$ cat src/rtl/shift_exec_stage_if.sv
// Bundles the issue-side op, flush and writeback-side result signals of shift_exec_stage.
// dbg_state mirrors the storage state {skid_valid, out_valid} for observation.
interface shift_exec_stage_if #(
    parameter int XLEN  = 32,
    parameter int TAG_W = 5
);
    logic             i_flush;
    logic             i_valid;
    logic             o_ready;
    logic [2:0]       i_funct3;
    logic [6:0]       i_funct7;
    logic             i_use_imm;
    logic [XLEN-1:0]  i_rs1;
    logic [XLEN-1:0]  i_rs2;
    logic [4:0]       i_shamt;
    logic [TAG_W-1:0] i_rd;
    logic             o_valid;
    logic             i_ready;
    logic [XLEN-1:0]  o_result;
    logic [TAG_W-1:0] o_rd;
    logic             o_we;
    logic             o_illegal;
    logic [1:0]       dbg_state;

    // Handshake: an op moves on a rising edge where valid && ready; the sender
    // holds payload steady while valid && !ready, and valid never depends on ready.
    modport slave (
        input  i_flush, i_valid, i_funct3, i_funct7, i_use_imm, i_rs1, i_rs2,
               i_shamt, i_rd, i_ready,
        output o_ready, o_valid, o_result, o_rd, o_we, o_illegal, dbg_state
    );

    modport master (
        output i_flush, i_valid, i_funct3, i_funct7, i_use_imm, i_rs1, i_rs2,
               i_shamt, i_rd, i_ready,
        input  o_ready, o_valid, o_result, o_rd, o_we, o_illegal, dbg_state
    );
endinterface

$ cat src/rtl/shift_exec_stage.sv
// RV32 execute-stage shift unit: decode, barrel shift, output register plus skid buffer.
// Optional rotates (ROL/ROR/RORI) are enabled by defining SHIFT_ROTATE_EN.
module shift_exec_stage #(
    parameter int XLEN  = 32,
    parameter int TAG_W = 5
) (
    input logic           i_clk,
    input logic           i_rst,
    shift_exec_stage_if.slave bus
);
    typedef enum logic [1:0] {
        EMPTY = 2'b00,
        ONE   = 2'b01,
        FULL  = 2'b11
    } state_t;

    state_t           state_q, state_d;
    logic [XLEN-1:0]  out_result_q, out_result_d, skid_result_q, skid_result_d;
    logic [TAG_W-1:0] out_rd_q, out_rd_d, skid_rd_q, skid_rd_d;
    logic             out_illegal_q, out_illegal_d, skid_illegal_q, skid_illegal_d;

    logic [4:0]       amt;
    logic             is_sll, is_srl, is_sra, legal;
    logic [XLEN-1:0]  shr_in, shr_out, shift_res, new_result;
    logic             accept, transfer;
    logic             unused_rs2_hi;

    function automatic logic [XLEN-1:0] bit_rev(input logic [XLEN-1:0] d);
        logic [XLEN-1:0] r;
        for (int i = 0; i < XLEN; i++) r[i] = d[XLEN-1-i];
        return r;
    endfunction

    // Logarithmic right shifter; left shifts reuse it through bit reversal.
    function automatic logic [XLEN-1:0] shift_right(input logic [XLEN-1:0] d,
                                                     input logic [4:0] a,
                                                     input logic fill);
        logic [XLEN-1:0] r;
        r = d;
        for (int s = 0; s < 5; s++)
            if (a[s]) r = (r >> (1 << s)) | (fill ? ~({XLEN{1'b1}} >> (1 << s)) : '0);
        return r;
    endfunction

    assign unused_rs2_hi = ^bus.i_rs2[XLEN-1:5];

`ifdef SHIFT_ROTATE_EN
    logic            is_rol, is_ror;
    logic [4:0]      rot_amt;
    logic [XLEN-1:0] rot_out;

    function automatic logic [XLEN-1:0] rotate_right(input logic [XLEN-1:0] d,
                                                     input logic [4:0] a);
        logic [XLEN-1:0] r;
        r = d;
        for (int s = 0; s < 5; s++)
            if (a[s]) r = (r >> (1 << s)) | (r << (XLEN - (1 << s)));
        return r;
    endfunction
`endif

    always_comb begin
        amt    = bus.i_use_imm ? bus.i_shamt : bus.i_rs2[4:0];
        is_sll = (bus.i_funct3 == 3'b001) && (bus.i_funct7 == 7'b0000000);
        is_srl = (bus.i_funct3 == 3'b101) && (bus.i_funct7 == 7'b0000000);
        is_sra = (bus.i_funct3 == 3'b101) && (bus.i_funct7 == 7'b0100000);
        shr_in    = is_sll ? bit_rev(bus.i_rs1) : bus.i_rs1;
        shr_out   = shift_right(shr_in, amt, is_sra & bus.i_rs1[XLEN-1]);
        shift_res = is_sll ? bit_rev(shr_out) : shr_out;
`ifdef SHIFT_ROTATE_EN
        is_rol  = (bus.i_funct3 == 3'b001) && (bus.i_funct7 == 7'b0110000) && !bus.i_use_imm;
        is_ror  = (bus.i_funct3 == 3'b101) && (bus.i_funct7 == 7'b0110000);
        // Rotate left by n equals rotate right by (32 - n) mod 32.
        rot_amt = is_rol ? (5'd0 - amt) : amt;
        rot_out = rotate_right(bus.i_rs1, rot_amt);
        legal   = is_sll | is_srl | is_sra | is_rol | is_ror;
        new_result = !legal ? '0 : ((is_rol | is_ror) ? rot_out : shift_res);
`else
        legal      = is_sll | is_srl | is_sra;
        new_result = legal ? shift_res : '0;
`endif
    end

    always_comb begin
        state_d        = state_q;
        out_result_d   = out_result_q;
        out_rd_d       = out_rd_q;
        out_illegal_d  = out_illegal_q;
        skid_result_d  = skid_result_q;
        skid_rd_d      = skid_rd_q;
        skid_illegal_d = skid_illegal_q;
        accept   = bus.i_valid && (state_q != FULL);
        transfer = (state_q != EMPTY) && bus.i_ready;
        if (bus.i_flush) begin
            state_d = EMPTY;
        end else begin
            case (state_q)
                EMPTY: if (accept) begin
                    state_d       = ONE;
                    out_result_d  = new_result;
                    out_rd_d      = bus.i_rd;
                    out_illegal_d = !legal;
                end
                ONE: if (accept && transfer) begin
                    out_result_d  = new_result;
                    out_rd_d      = bus.i_rd;
                    out_illegal_d = !legal;
                end else if (accept) begin
                    state_d        = FULL;
                    skid_result_d  = new_result;
                    skid_rd_d      = bus.i_rd;
                    skid_illegal_d = !legal;
                end else if (transfer) begin
                    state_d = EMPTY;
                end
                FULL: if (transfer) begin
                    state_d       = ONE;
                    out_result_d  = skid_result_q;
                    out_rd_d      = skid_rd_q;
                    out_illegal_d = skid_illegal_q;
                end
                default: state_d = EMPTY;
            endcase
        end
    end

    always_ff @(posedge i_clk) begin
        if (i_rst) begin
            state_q        <= EMPTY;
            out_result_q   <= '0;
            out_rd_q       <= '0;
            out_illegal_q  <= 1'b0;
            skid_result_q  <= '0;
            skid_rd_q      <= '0;
            skid_illegal_q <= 1'b0;
        end else begin
            state_q        <= state_d;
            out_result_q   <= out_result_d;
            out_rd_q       <= out_rd_d;
            out_illegal_q  <= out_illegal_d;
            skid_result_q  <= skid_result_d;
            skid_rd_q      <= skid_rd_d;
            skid_illegal_q <= skid_illegal_d;
        end
    end

    assign bus.o_ready   = !state_q[1];
    assign bus.o_valid   = state_q[0];
    assign bus.o_result  = out_result_q;
    assign bus.o_rd      = out_rd_q;
    assign bus.o_illegal = out_illegal_q;
    assign bus.o_we      = state_q[0] && (out_rd_q != '0) && !out_illegal_q;
    assign bus.dbg_state = state_q;
endmodule
$ cat src/flat_wrapper.sv
// flat-port wrapper written by rule: the top's interface ports become plain ports
module shift_exec_stage_flat 
#(
    parameter int XLEN  = 32,
    parameter int TAG_W = 5
)
  (i_clk, i_rst, bus_i_flush, bus_i_valid, bus_i_funct3, bus_i_funct7, bus_i_use_imm, bus_i_rs1, bus_i_rs2, bus_i_shamt, bus_i_rd, bus_i_ready, bus_o_ready, bus_o_valid, bus_o_result, bus_o_rd, bus_o_we, bus_o_illegal, bus_dbg_state);
  shift_exec_stage_if #(.XLEN(XLEN), .TAG_W(TAG_W)) bus_i ();
  input logic i_clk;
  input logic i_rst;
  input wire logic [$bits(bus_i.i_flush)-1:0] bus_i_flush;
  input wire logic [$bits(bus_i.i_valid)-1:0] bus_i_valid;
  input wire logic [$bits(bus_i.i_funct3)-1:0] bus_i_funct3;
  input wire logic [$bits(bus_i.i_funct7)-1:0] bus_i_funct7;
  input wire logic [$bits(bus_i.i_use_imm)-1:0] bus_i_use_imm;
  input wire logic [$bits(bus_i.i_rs1)-1:0] bus_i_rs1;
  input wire logic [$bits(bus_i.i_rs2)-1:0] bus_i_rs2;
  input wire logic [$bits(bus_i.i_shamt)-1:0] bus_i_shamt;
  input wire logic [$bits(bus_i.i_rd)-1:0] bus_i_rd;
  input wire logic [$bits(bus_i.i_ready)-1:0] bus_i_ready;
  output wire logic [$bits(bus_i.o_ready)-1:0] bus_o_ready;
  output wire logic [$bits(bus_i.o_valid)-1:0] bus_o_valid;
  output wire logic [$bits(bus_i.o_result)-1:0] bus_o_result;
  output wire logic [$bits(bus_i.o_rd)-1:0] bus_o_rd;
  output wire logic [$bits(bus_i.o_we)-1:0] bus_o_we;
  output wire logic [$bits(bus_i.o_illegal)-1:0] bus_o_illegal;
  output wire logic [$bits(bus_i.dbg_state)-1:0] bus_dbg_state;
  assign bus_i.i_flush = bus_i_flush;
  assign bus_i.i_valid = bus_i_valid;
  assign bus_i.i_funct3 = bus_i_funct3;
  assign bus_i.i_funct7 = bus_i_funct7;
  assign bus_i.i_use_imm = bus_i_use_imm;
  assign bus_i.i_rs1 = bus_i_rs1;
  assign bus_i.i_rs2 = bus_i_rs2;
  assign bus_i.i_shamt = bus_i_shamt;
  assign bus_i.i_rd = bus_i_rd;
  assign bus_i.i_ready = bus_i_ready;
  assign bus_o_ready = bus_i.o_ready;
  assign bus_o_valid = bus_i.o_valid;
  assign bus_o_result = bus_i.o_result;
  assign bus_o_rd = bus_i.o_rd;
  assign bus_o_we = bus_i.o_we;
  assign bus_o_illegal = bus_i.o_illegal;
  assign bus_dbg_state = bus_i.dbg_state;
  shift_exec_stage #(.XLEN(XLEN), .TAG_W(TAG_W)) u_core (.i_clk(i_clk), .i_rst(i_rst), .bus(bus_i));
endmodule
$ cat config.mk
export PLATFORM = sky130hd
export DESIGN_NAME = shift_exec_stage_flat
export DESIGN_NICKNAME = d
export VERILOG_FILES = /design/src/rtl/shift_exec_stage_if.sv /design/src/rtl/shift_exec_stage.sv /design/src/flat_wrapper.sv
export SDC_FILE = /design/constraint.sdc
export NUM_CORES = 1
export LEC_CHECK = 0
export BUFFER_PORTS_ARGS = -buffer_cell sky130_fd_sc_hd__buf_2
export CAP_MARGIN = 20
export CORE_UTILIZATION = 25
export CTS_BUF_LIST = sky130_fd_sc_hd__clkbuf_4 sky130_fd_sc_hd__clkbuf_8
export CTS_CLUSTER_DIAMETER = 100
export DETAILED_ROUTE_END_ITERATION = 8
export GPL_ROUTABILITY_DRIVEN = 0
export PLACE_DENSITY = 0.47
export SLEW_MARGIN = 20
export SYNTH_ARGS = -nofsm -noshare
export SYNTH_HDL_FRONTEND = slang
export SYNTH_SLANG_ARGS = --single-unit
$ cat constraint.sdc
create_clock -name i_clk -period 3.4 [get_ports i_clk]
set_input_delay 0.51 -clock i_clk [delete_from_list [all_inputs] [get_ports i_clk]]
set_output_delay 0.51 -clock i_clk [all_outputs]
set_load 0.05 [all_outputs]
* Yosys cells after proc, flatten, opt, wreduce, memory -nomap -nowiden *
Index checks and enable logic that the tools add are counted.

cells by class
  equal/unequal tests = 11
  multiplexer cells = 32
  bitwise logic cells = 10
  reductions and logical operators = 20

operator list
  operator                                                         count
  32-bit 2-to-1 mux                                                16
  32-bit case mux with 3 select lines                              1
  16-bit by 32-bit OR with 32-bit output                           1
  24-bit by 32-bit OR with 32-bit output                           1
  28-bit by 32-bit OR with 32-bit output                           1
  30-bit by 32-bit OR with 32-bit output                           1
  31-bit by 32-bit OR with 32-bit output                           1
  5-bit 2-to-1 mux                                                 4
  5-bit case mux with 3 select lines                               1
  2-bit 2-to-1 mux                                                 5
  1-bit logical AND                                                8
  4-bit AND reduction                                              2
  7-bit by 6-bit == test with 1-bit output, second input constant  1
  7-bit logical NOT                                                1
  2-bit by 1-bit != test with 1-bit output, second input constant  3
  2-bit case mux with 3 select lines                               1
  5-bit AND reduction                                              1
  5-bit nonzero test                                               1
  2-bit != test, second input constant                             2
  3-bit by 1-bit == test with 1-bit output, second input constant  1
  3-bit == test, second input constant                             1
  1-bit logical NOT                                                3
  1-bit 2-to-1 mux                                                 3
  3-bit by 1-bit != test with 1-bit output, second input constant  1
  other kinds (10)                                                 12

word-level totals
  flip-flop bits (word level) = 78
  bits of input ports = 90
  output and inout port bits = 43
  word-level logic and storage cells = 80

* Logic depth before layout (Yosys ltp) *
Gate-level depths: netlist (run 1).

  word-level depth = 18
  gate-level depth with buffers = 12
  mapped depth without buffers = 10

* Worst setup path after synthesis (run 1) *
OpenSTA, ideal clock, no wires.

  path type = input port to flip-flop
  start point = in bus_i_funct7[1]
  end point = reg u_core.skid_result_q[22]
  setup time = 132 ps
  arrival = 3,019 ps
  required time = 3,268 ps
  path slack = 249 ps
  cell stages on the path = 9
  buffers on the path = 1
  cells stage by stage = nor4b_4 and3_4 buf_6 mux4_2 mux4_2 a21oi_1 a221oi_1 a221oi_1 a21oi_1

between the ends
  longest elaborated chain between the ends = 15
  elaborated cells between the ends (all ways) = 26
  classes of those cells = eq/ne: 1; mux: 13; bitwise: 8; reduce/logical: 4

RTL lines
  element                                   line                     source
  start, declared                           flat_wrapper.sv:14       input wire logic [$bits(bus_i.i_funct7)-1:0] bus_i_funct7;
  7-bit by 6-bit == test with 1-bit output  shift_exec_stage.sv:66   is_sra = (bus.i_funct3 == 3'b101) && (bus.i_funct7 == 7'b0100000);
  1-bit logical AND                         shift_exec_stage.sv:66
  1-bit bitwise AND                         shift_exec_stage.sv:68   shr_out = shift_right(shr_in, amt, is_sra & bus.i_rs1[XLEN-1]);
  32-bit 2-to-1 mux                         shift_exec_stage.sv:41   if (a[s]) r = (r >> (1 << s)) | (fill ? ~({XLEN{1'b1}} >> (1 << s)) : '0);
  31-bit by 32-bit OR with 32-bit output    shift_exec_stage.sv:41
  32-bit 2-to-1 mux                         shift_exec_stage.sv:41
  30-bit by 32-bit OR with 32-bit output    shift_exec_stage.sv:41
  32-bit 2-to-1 mux                         shift_exec_stage.sv:41
  28-bit by 32-bit OR with 32-bit output    shift_exec_stage.sv:41
  32-bit 2-to-1 mux (2 in series)           shift_exec_stage.sv:41
  16-bit by 32-bit OR with 32-bit output    shift_exec_stage.sv:41
  32-bit 2-to-1 mux                         shift_exec_stage.sv:41
  32-bit 2-to-1 mux                         shift_exec_stage.sv:69   shift_res = is_sll ? bit_rev(shr_out) : shr_out;
  32-bit 2-to-1 mux *                       shift_exec_stage.sv:80   new_result = legal ? shift_res : '0;
  end signal, assigned                      shift_exec_stage.sv:141  skid_result_q <= skid_result_d;
  end, declared                             shift_exec_stage.sv:18   logic [XLEN-1:0] out_result_q, out_result_d, skid_result_q, skid_result_d;

Mark *: on every way between the ends. The rest lies on a longest branch, timed or not.
A chain may end at the register's enable or synchronous reset.

* Worst setup path after layout (run 1) *
  start point = in bus_i_funct7[6]
  end point = reg u_core.out_result_q[5], in the netlist u_core.bus.o_result[5]

between the ends
  longest elaborated chain between the ends = 17
  elaborated cells between the ends (all ways) = 29
  classes of those cells = eq/ne: 1; mux: 16; bitwise: 8; reduce/logical: 4

RTL lines
  element                                   line                                             source
  7-bit by 6-bit == test with 1-bit output  shift_exec_stage.sv:66
  1-bit logical AND                         shift_exec_stage.sv:66
  1-bit bitwise AND                         shift_exec_stage.sv:68
  32-bit 2-to-1 mux                         shift_exec_stage.sv:41
  31-bit by 32-bit OR with 32-bit output    shift_exec_stage.sv:41
  32-bit 2-to-1 mux                         shift_exec_stage.sv:41
  30-bit by 32-bit OR with 32-bit output    shift_exec_stage.sv:41
  32-bit 2-to-1 mux (2 in series)           shift_exec_stage.sv:41
  24-bit by 32-bit OR with 32-bit output    shift_exec_stage.sv:41
  32-bit 2-to-1 mux                         shift_exec_stage.sv:41
  16-bit by 32-bit OR with 32-bit output    shift_exec_stage.sv:41
  32-bit 2-to-1 mux                         shift_exec_stage.sv:41
  32-bit 2-to-1 mux                         shift_exec_stage.sv:69
  32-bit 2-to-1 mux *                       shift_exec_stage.sv:80
  32-bit 2-to-1 mux (on tied branches)      shift_exec_stage.sv:104, shift_exec_stage.sv:98
  32-bit case mux with 3 select lines *     shift_exec_stage.sv:97                           case (state_q)
  end signal, assigned                      shift_exec_stage.sv:138                          out_result_q <= out_result_d;
  end, declared                             shift_exec_stage.sv:18

Mark *: on every way between the ends. The rest lies on a longest branch, timed or not. The select of a mux whose other input is x is not followed.

==> results of run 1 <==
==> sequential cells by signal, indices dropped and copies added, names as in the netlist <==
name,cells
u_core.bus.o_illegal,1
u_core.bus.o_rd,5
u_core.bus.o_result,32
u_core.bus.dbg_state,2
u_core.skid_result_q,32
u_core.skid_rd_q,5
u_core.skid_illegal_q,1
==> report_power, final <==
| part | leakage, nW | switching, W | internal [W] |
|---|---|---|---|
| Clock | 0.101 | 0.000376 | 0.000353 |
| Combinational | 2.69 | 0.000591 | 0.000383 |
| Sequential | 0.632 | 0.0000165 | 0.000940 |
==> cell type report <==
type / count / share of cell area
well taps: 335 / 0.0512
clock buffers: 10 / 0.0160
clock inverters: 6 / 0.00840
repair buffers: 189 / 0.149
multi-input cells: 661 / 0.580
flip-flops and latches: 78 / 0.191
inverters: 11 / 0.00504
==> cell usage in the layout, fill, tap and decap left out, types with 9 or more instances in the layout <==
cell,count
nand2_1,67
or3_1,11
nor3_1,20
dfxtp_1,78
nand3_1,24
o21ai_0,69
mux4_2,17
mux2i_1,103
mux2_2,17
nor2_1,59
buf_4,79
a21oi_1,76
clkbuf_8,9
a31oi_1,26
buf_2,105
a211oi_1,22
inv_1,11
a22oi_1,9
==> stage by stage <==
stage / utilization / instance area [µm²] / setup TNS [ps] / hold WS (ps) / instances
2_1_floorplan: - / 6610 / 0 / 436 / 821
3_3_place_gp: 0.307 / 7990 / -300 / 441 / 1274
3_5_place_dp: 0.307 / 7990 / -612 / 449 / 1274
4_1_cts: 0.315 / 8190 / 0 / 376 / 1290
5_1_grt: 0.315 / 8190 / 0 / 391 / 1290
6_report: 0.315 / 8190 / 0 / 384 / 1290
==> routing by layer <==
metal / share of wire / track usage
met5: 0 / 0
met4: 0.017 / 0.0455
met3: 0.044 / 0.0183
met2: 0.47 / 0.308
met1: 0.47 / 0.254
==> how the worst min path moves through the flow <==
stage / cells after the start / to / start / slack (ps)
finish: 2 / u_core.bus.dbg_state[0]$_SDFFE_PP0P_ / bus_i_flush / 380
global route: 3 / u_core.skid_rd_q[2]$_SDFFE_PP0P_ / bus_i_rd[2] / 390
CTS: 2 / u_core.bus.dbg_state[0]$_SDFFE_PP0P_ / bus_i_flush / 380
detailed placement: 2 / u_core.skid_rd_q[4]$_SDFFE_PP0P_ / u_core.skid_rd_q[4]$_SDFFE_PP0P_ / 450
global placement: 2 / u_core.skid_rd_q[0]$_SDFFE_PP0P_ / u_core.skid_rd_q[0]$_SDFFE_PP0P_ / 440
floorplan: 2 / u_core.skid_rd_q[0]$_SDFFE_PP0P_ / u_core.skid_rd_q[0]$_SDFFE_PP0P_ / 440
==> kinds of logic after synthesis <==
kind of cell    Yosys count  share of synthesized area
compound gates          295                      0.289
simple gates            220                      0.162
mux                     141                      0.251
buf+inv                  82                     0.0521
flops                    78                      0.236
fa+ha+maj                 5                    0.00947
==> impl_results.md, run 1 <==
* WP depth at 12
* Clock Latency Late Sink at 370 ps
* Antenna violations before repair at 1
* Global-route wire length before repair at 39300 µm
* Cell taking the most area after synthesis: dfxtp_1
* CP Cell Sequence: buf_2 > nor4_4 > nand3_2 > buf_4 > buf_12 > mux2_2 > a222oi_1 > a21oi_1 > o32ai_1 > buf_4 > nand4_1 > a211oi_1
* Type of origin of the critical path: primary input
* Area occupied by multi-input gates at 0.00475 mm²
* Remaining DRCs at 0
* Cts bufs inserted at 9
* Fmax at 313 MHz
* Slew Limit Fails at 0
* TritonCTS clock tree: yes
* Port Buffers at 105
* N_diodes at 0
* Drt initial violations at 599
* CP startpoint: bus_i_funct7[6]
* Power per cell area at 325 mW/mm²
* RSZ-0062 raised after global routing: no
* Register area share after synthesis at 0.236
* CP most frequent cell: buf_4
* Worst-path maximum fanout at 18
* Clock slew seen by the registers of the worst setup and hold paths at 80 ps
* Avg Cell Area, Syn at 8.05 µm²
* # setup viols final at 0
* Via count at 7112
* Clk sinks at 78
* Critical path's top delay family: compound AO/OA/AOI/OAI gates
* Root buffer cell: clkbuf_8
* Top FF cell, synth: dfxtp_1
* Max Root-Sink Buffers at 2
* Die height at 165 µm
* Final wirelength at 24900 µm
* Count leader, synth: mux2i_1
* Number of max-cap violations at 0
* RR Startpoint: u_core.bus.dbg_state[1]$_SDFFE_PP0P_
* Syn-to-layout area delta at 23.9%
* Number of flops mapped to enable cells by yosys at 0
* Share of the synthesized area in the top cell type at 0.236
* Post-synth ARST share at 0
* R2r worst-path depth at 10
* Final Cycle Share at 0.940
* Total track usage at 0.185
* Cell area after synthesis at 0.00661 mm²
* Rel. slew slack at 0.537
* First-pass DRT Iterations at 7
* Tmin final at 3200 ps
* Post-synth cell types at 69
* R2r setup slk at 570 ps
* CP required at 3690 ps
* Row Count at 59
* Crit path capture: u_core.bus.o_result[5]$_SDFFE_PP0P_
* Vias in the first global route at 6825
* Top cells by count, synth: mux2i_1 (106), dfxtp_1 (78), a21oi_1 (76)
* Vias/cell at 5.51
* Fill count at 2814
* Cts hold-fix bufs at 0
* Largest net degree at the start of global routing at 45
* Postcts setup bufs at 0
* Share of cells above drive strength 1 at 0.273
* Critical Path AT at 3480 ps
* Pleak at 3.42 nW
* Peak VDD IR at 0.175 mV
* Starting Density at 0.254
* Worst setup EP type: flip-flop
* Post-synthesis register bit count at 78
* Max stage delay cell, worst path: a222oi_1
* Place WS at -117 ps
* Ranking of synthesized cells by area: dfxtp_1 (24%), mux2i_1 (16%), mux4_2 (5.8%)
* Worst setup slack after layout at 205 ps
* Status: finished, final reports clean
* Post-layout nets at 1045
* Cells after synthesis at 821
* Die footprint at 0.0271 mm²
* Crit path buf inv count at 4
* Clock H-tree levels at 3
* Clock Skew at 8.82 ps
* Routed len/inst at 19.3 µm
* Gr ovfl total at 0
* Syn Nets at 916
* Total power at 0.00266 W
* Total of warnings raised by yosys at 0
* # IOs at 133
* Reg-to-Reg End: u_core.bus.o_result[24]$_SDFFE_PP0P_
* Slew @ Worst Pin at 689 ps
* Worst hold-check path type: primary input to flip-flop
* Reg area at 0.00156 mm²
* Antenna-violating nets left at 0
* CORE AREA at 0.0260 mm²
* Crit path kind: primary input to flip-flop
* Final HPWL DP at 18900 µm
* Die Width at 165 µm
* CP peak stage delay at 620 ps
* Post-CTS sizing at 0
* Hold Fails Final Rpt at 0
No activity file was read; power rests on OpenSTA's default activity.
==> run 2: changes to the inputs <==
GPL_TIMING_DRIVEN = 0   (was unset)
==> impl_results.md, run 2 (same netlist as run 1, synthesis figures left out) <==
* Status: finished, final reports clean
* Top Layer Used: met4
* Crit path kind: primary input to flip-flop
* Fmax at 302 MHz
* Port Buffers at 103
* Area occupied by multi-input gates at 0.00479 mm²
* Tmin final at 3310 ps
* Cts bufs inserted at 9
* Syn-to-layout area delta at 19.7%
* Clock Latency Late Sink at 380 ps
* Die footprint at 0.0271 mm²
* Reg area at 0.00156 mm²
* RSZ-0062 raised after global routing: no
* First-pass DRT Iterations at 5
* Final wirelength at 27100 µm
* CP most frequent cell: mux2i_1
* Post-layout nets at 1036
* Setup TNS at 0 ps
* WL met2 at 12200 µm
* Antenna violations before repair at 0
* Final HPWL DP at 20800 µm
* Drt initial violations at 712
* Starting Density at 0.254
* Clock slew seen by the registers of the worst setup and hold paths at 100 ps
* Total track usage at 0.200
* Clock Power Share at 0.305
* Gr ovfl total at 0
* Met3 WL at 1970 µm
* CP peak stage delay at 640 ps
* CP Cell Sequence: buf_2 > nor4_4 > buf_4 > nand3_4 > buf_6 > mux2i_1 > mux2i_1 > mux2i_1 > o22ai_1 > or4_1 > a311oi_1
* Most common cell after layout, fill and taps aside: buf_2
* Switching portion of total power at 0.381
* CP required at 3700 ps
* Largest net degree at the start of global routing at 16
* Die Width at 165 µm
* Worst hold-check path type: primary input to flip-flop
* Hold Fails Final Rpt at 0
* Most frequent cells in the layout: buf_2 (113), mux2i_1 (98), dfxtp_1 (78), a21oi_1 (76), o21ai_0 (68)
* Type of origin of the critical path: primary input
* Pleak at 3.14 nW
* Sequential power share at 0.351
* Clock H-tree levels at 3
* Worst setup EP type: flip-flop
* Slew @ Worst Pin at 810 ps
* Antenna-violating nets left at 0
* Root buffer cell: clkbuf_8
* TritonCTS clock tree: yes
* N_diodes at 0
* Routed len/inst at 21.2 µm
* Row Count at 59
* Internal power at 0.00168 W
* Worst-path maximum fanout at 10
* P_sw at 0.00104 W
* Wl on met1 at 12000 µm
* Final Cycle Share at 0.974
* Number of max-cap violations at 0
* Cts hold-fix bufs at 0
* Peak VDD IR at 0.228 mV
* Cell Area, Placed at 0.00754 mm²
* Fill count at 2875
* Clk sinks at 78
* Max stage delay cell, worst path: or4_1
* Share of cells above drive strength 1 at 0.218
* Critical Path AT at 3610 ps
* CORE AREA at 0.0260 mm²
* Slew Limit Fails at 0
* Rel. slew slack at 0.458
* Power per cell area at 344 mW/mm²
* Max Root-Sink Buffers at 2
* Hold WS at 375 ps
* Via count at 7368
* Vias/cell at 5.75
* Clock Skew at 12.2 ps
* Global-route wire length before repair at 41200 µm
* Die height at 165 µm
* Finished Cell Area at 0.00791 mm²
* Gate power share at 0.343
* Remaining DRCs at 0
* # IOs at 133
* # setup viols final at 0
* Vias in the first global route at 6927
## run 2: changes by cell type in the layout (fill, tap and decap cells not counted), moves of 5 or more
cell | previous run | this run
mux2i_2 | 1 | 6
buf_12 | 5 | 0
buf_2 | 105 | 113
mux2i_1 | 103 | 98
buf_4 | 79 | 9
clkbuf_1 | 0 | 48
buf_1 | 0 | 7
## run 2: area by class of cell
class,count,share of cell area
Multi-Input combinational cell,661,0.606
Sequential cell,78,0.197
Timing Repair Buffer,109,0.0709
Tap cell,335,0.0530
Buffer,71,0.0388
Clock buffer,9,0.0157
Clock inverter,7,0.0130
Inverter,11,0.00522
## run 2: worst paths after layout
check	start	to	slack (ps)	depth (start not counted)
worst max-delay path	bus_i_funct7[2]	u_core.bus.o_result[20]$_SDFFE_PP0P_	90	11
worst min-delay path	bus_i_flush	u_core.bus.dbg_state[0]$_SDFFE_PP0P_	370	2
worst max register to register	u_core.bus.dbg_state[1]$_SDFFE_PP0P_	u_core.skid_result_q[13]$_SDFFE_PP0P_	370	8
worst min register to register	u_core.skid_rd_q[0]$_SDFFE_PP0P_	u_core.skid_rd_q[0]$_SDFFE_PP0P_	460	2
## run 2: through the flow
stage / std cells / setup slack [ps] / power (W) / utilization
2_1_floorplan: 821 / 249 / 0.00157 / -
3_3_place_gp: 1259 / -915 / 0.00187 / 0.290
3_5_place_dp: 1259 / -865 / 0.00186 / 0.290
4_1_cts: 1281 / 43.0 / 0.00269 / 0.302
5_1_grt: 1281 / 3.24 / 0.00284 / 0.304
6_report: 1281 / 87.5 / 0.00272 / 0.304
## run 2: repair_timing
action | CTS | global route
endpoints found under the hold margin | 0 | 0
pin swaps | 4 | 0
buffers inserted | 6 | 0
setup endpoints to repair | 36 | 36
gates resized for setup | 7 | 16
## run 2: routing by layer
layer,GRT usage,vias up
met3,0.0299,56
li1,-,3425
met2,0.318,341
met1,0.273,3546
met5,0,-
met4,0.0751,0
## run 2: power by group through the flow
stage	Sequential (W)	Combinational (W)	Clock, W
after detailed placement	0.000978	0.000885	0
after floorplan	0.00103	0.000534	0
final	0.000956	0.000935	0.000831
after CTS	0.000957	0.000899	0.000839
after global placement	0.000978	0.000889	0
after global routing	0.000960	0.000993	0.000886
## run 2: worst max-delay path: cells and delay by family
| kind | cells | cell delay, ps |
|---|---|---|
| AND/OR/NAND/NOR | 3 | 1150 |
| multiplexers | 3 | 960 |
| buffers and inverters | 3 | 530 |
| AO/OA/AOI/OAI | 2 | 450 |
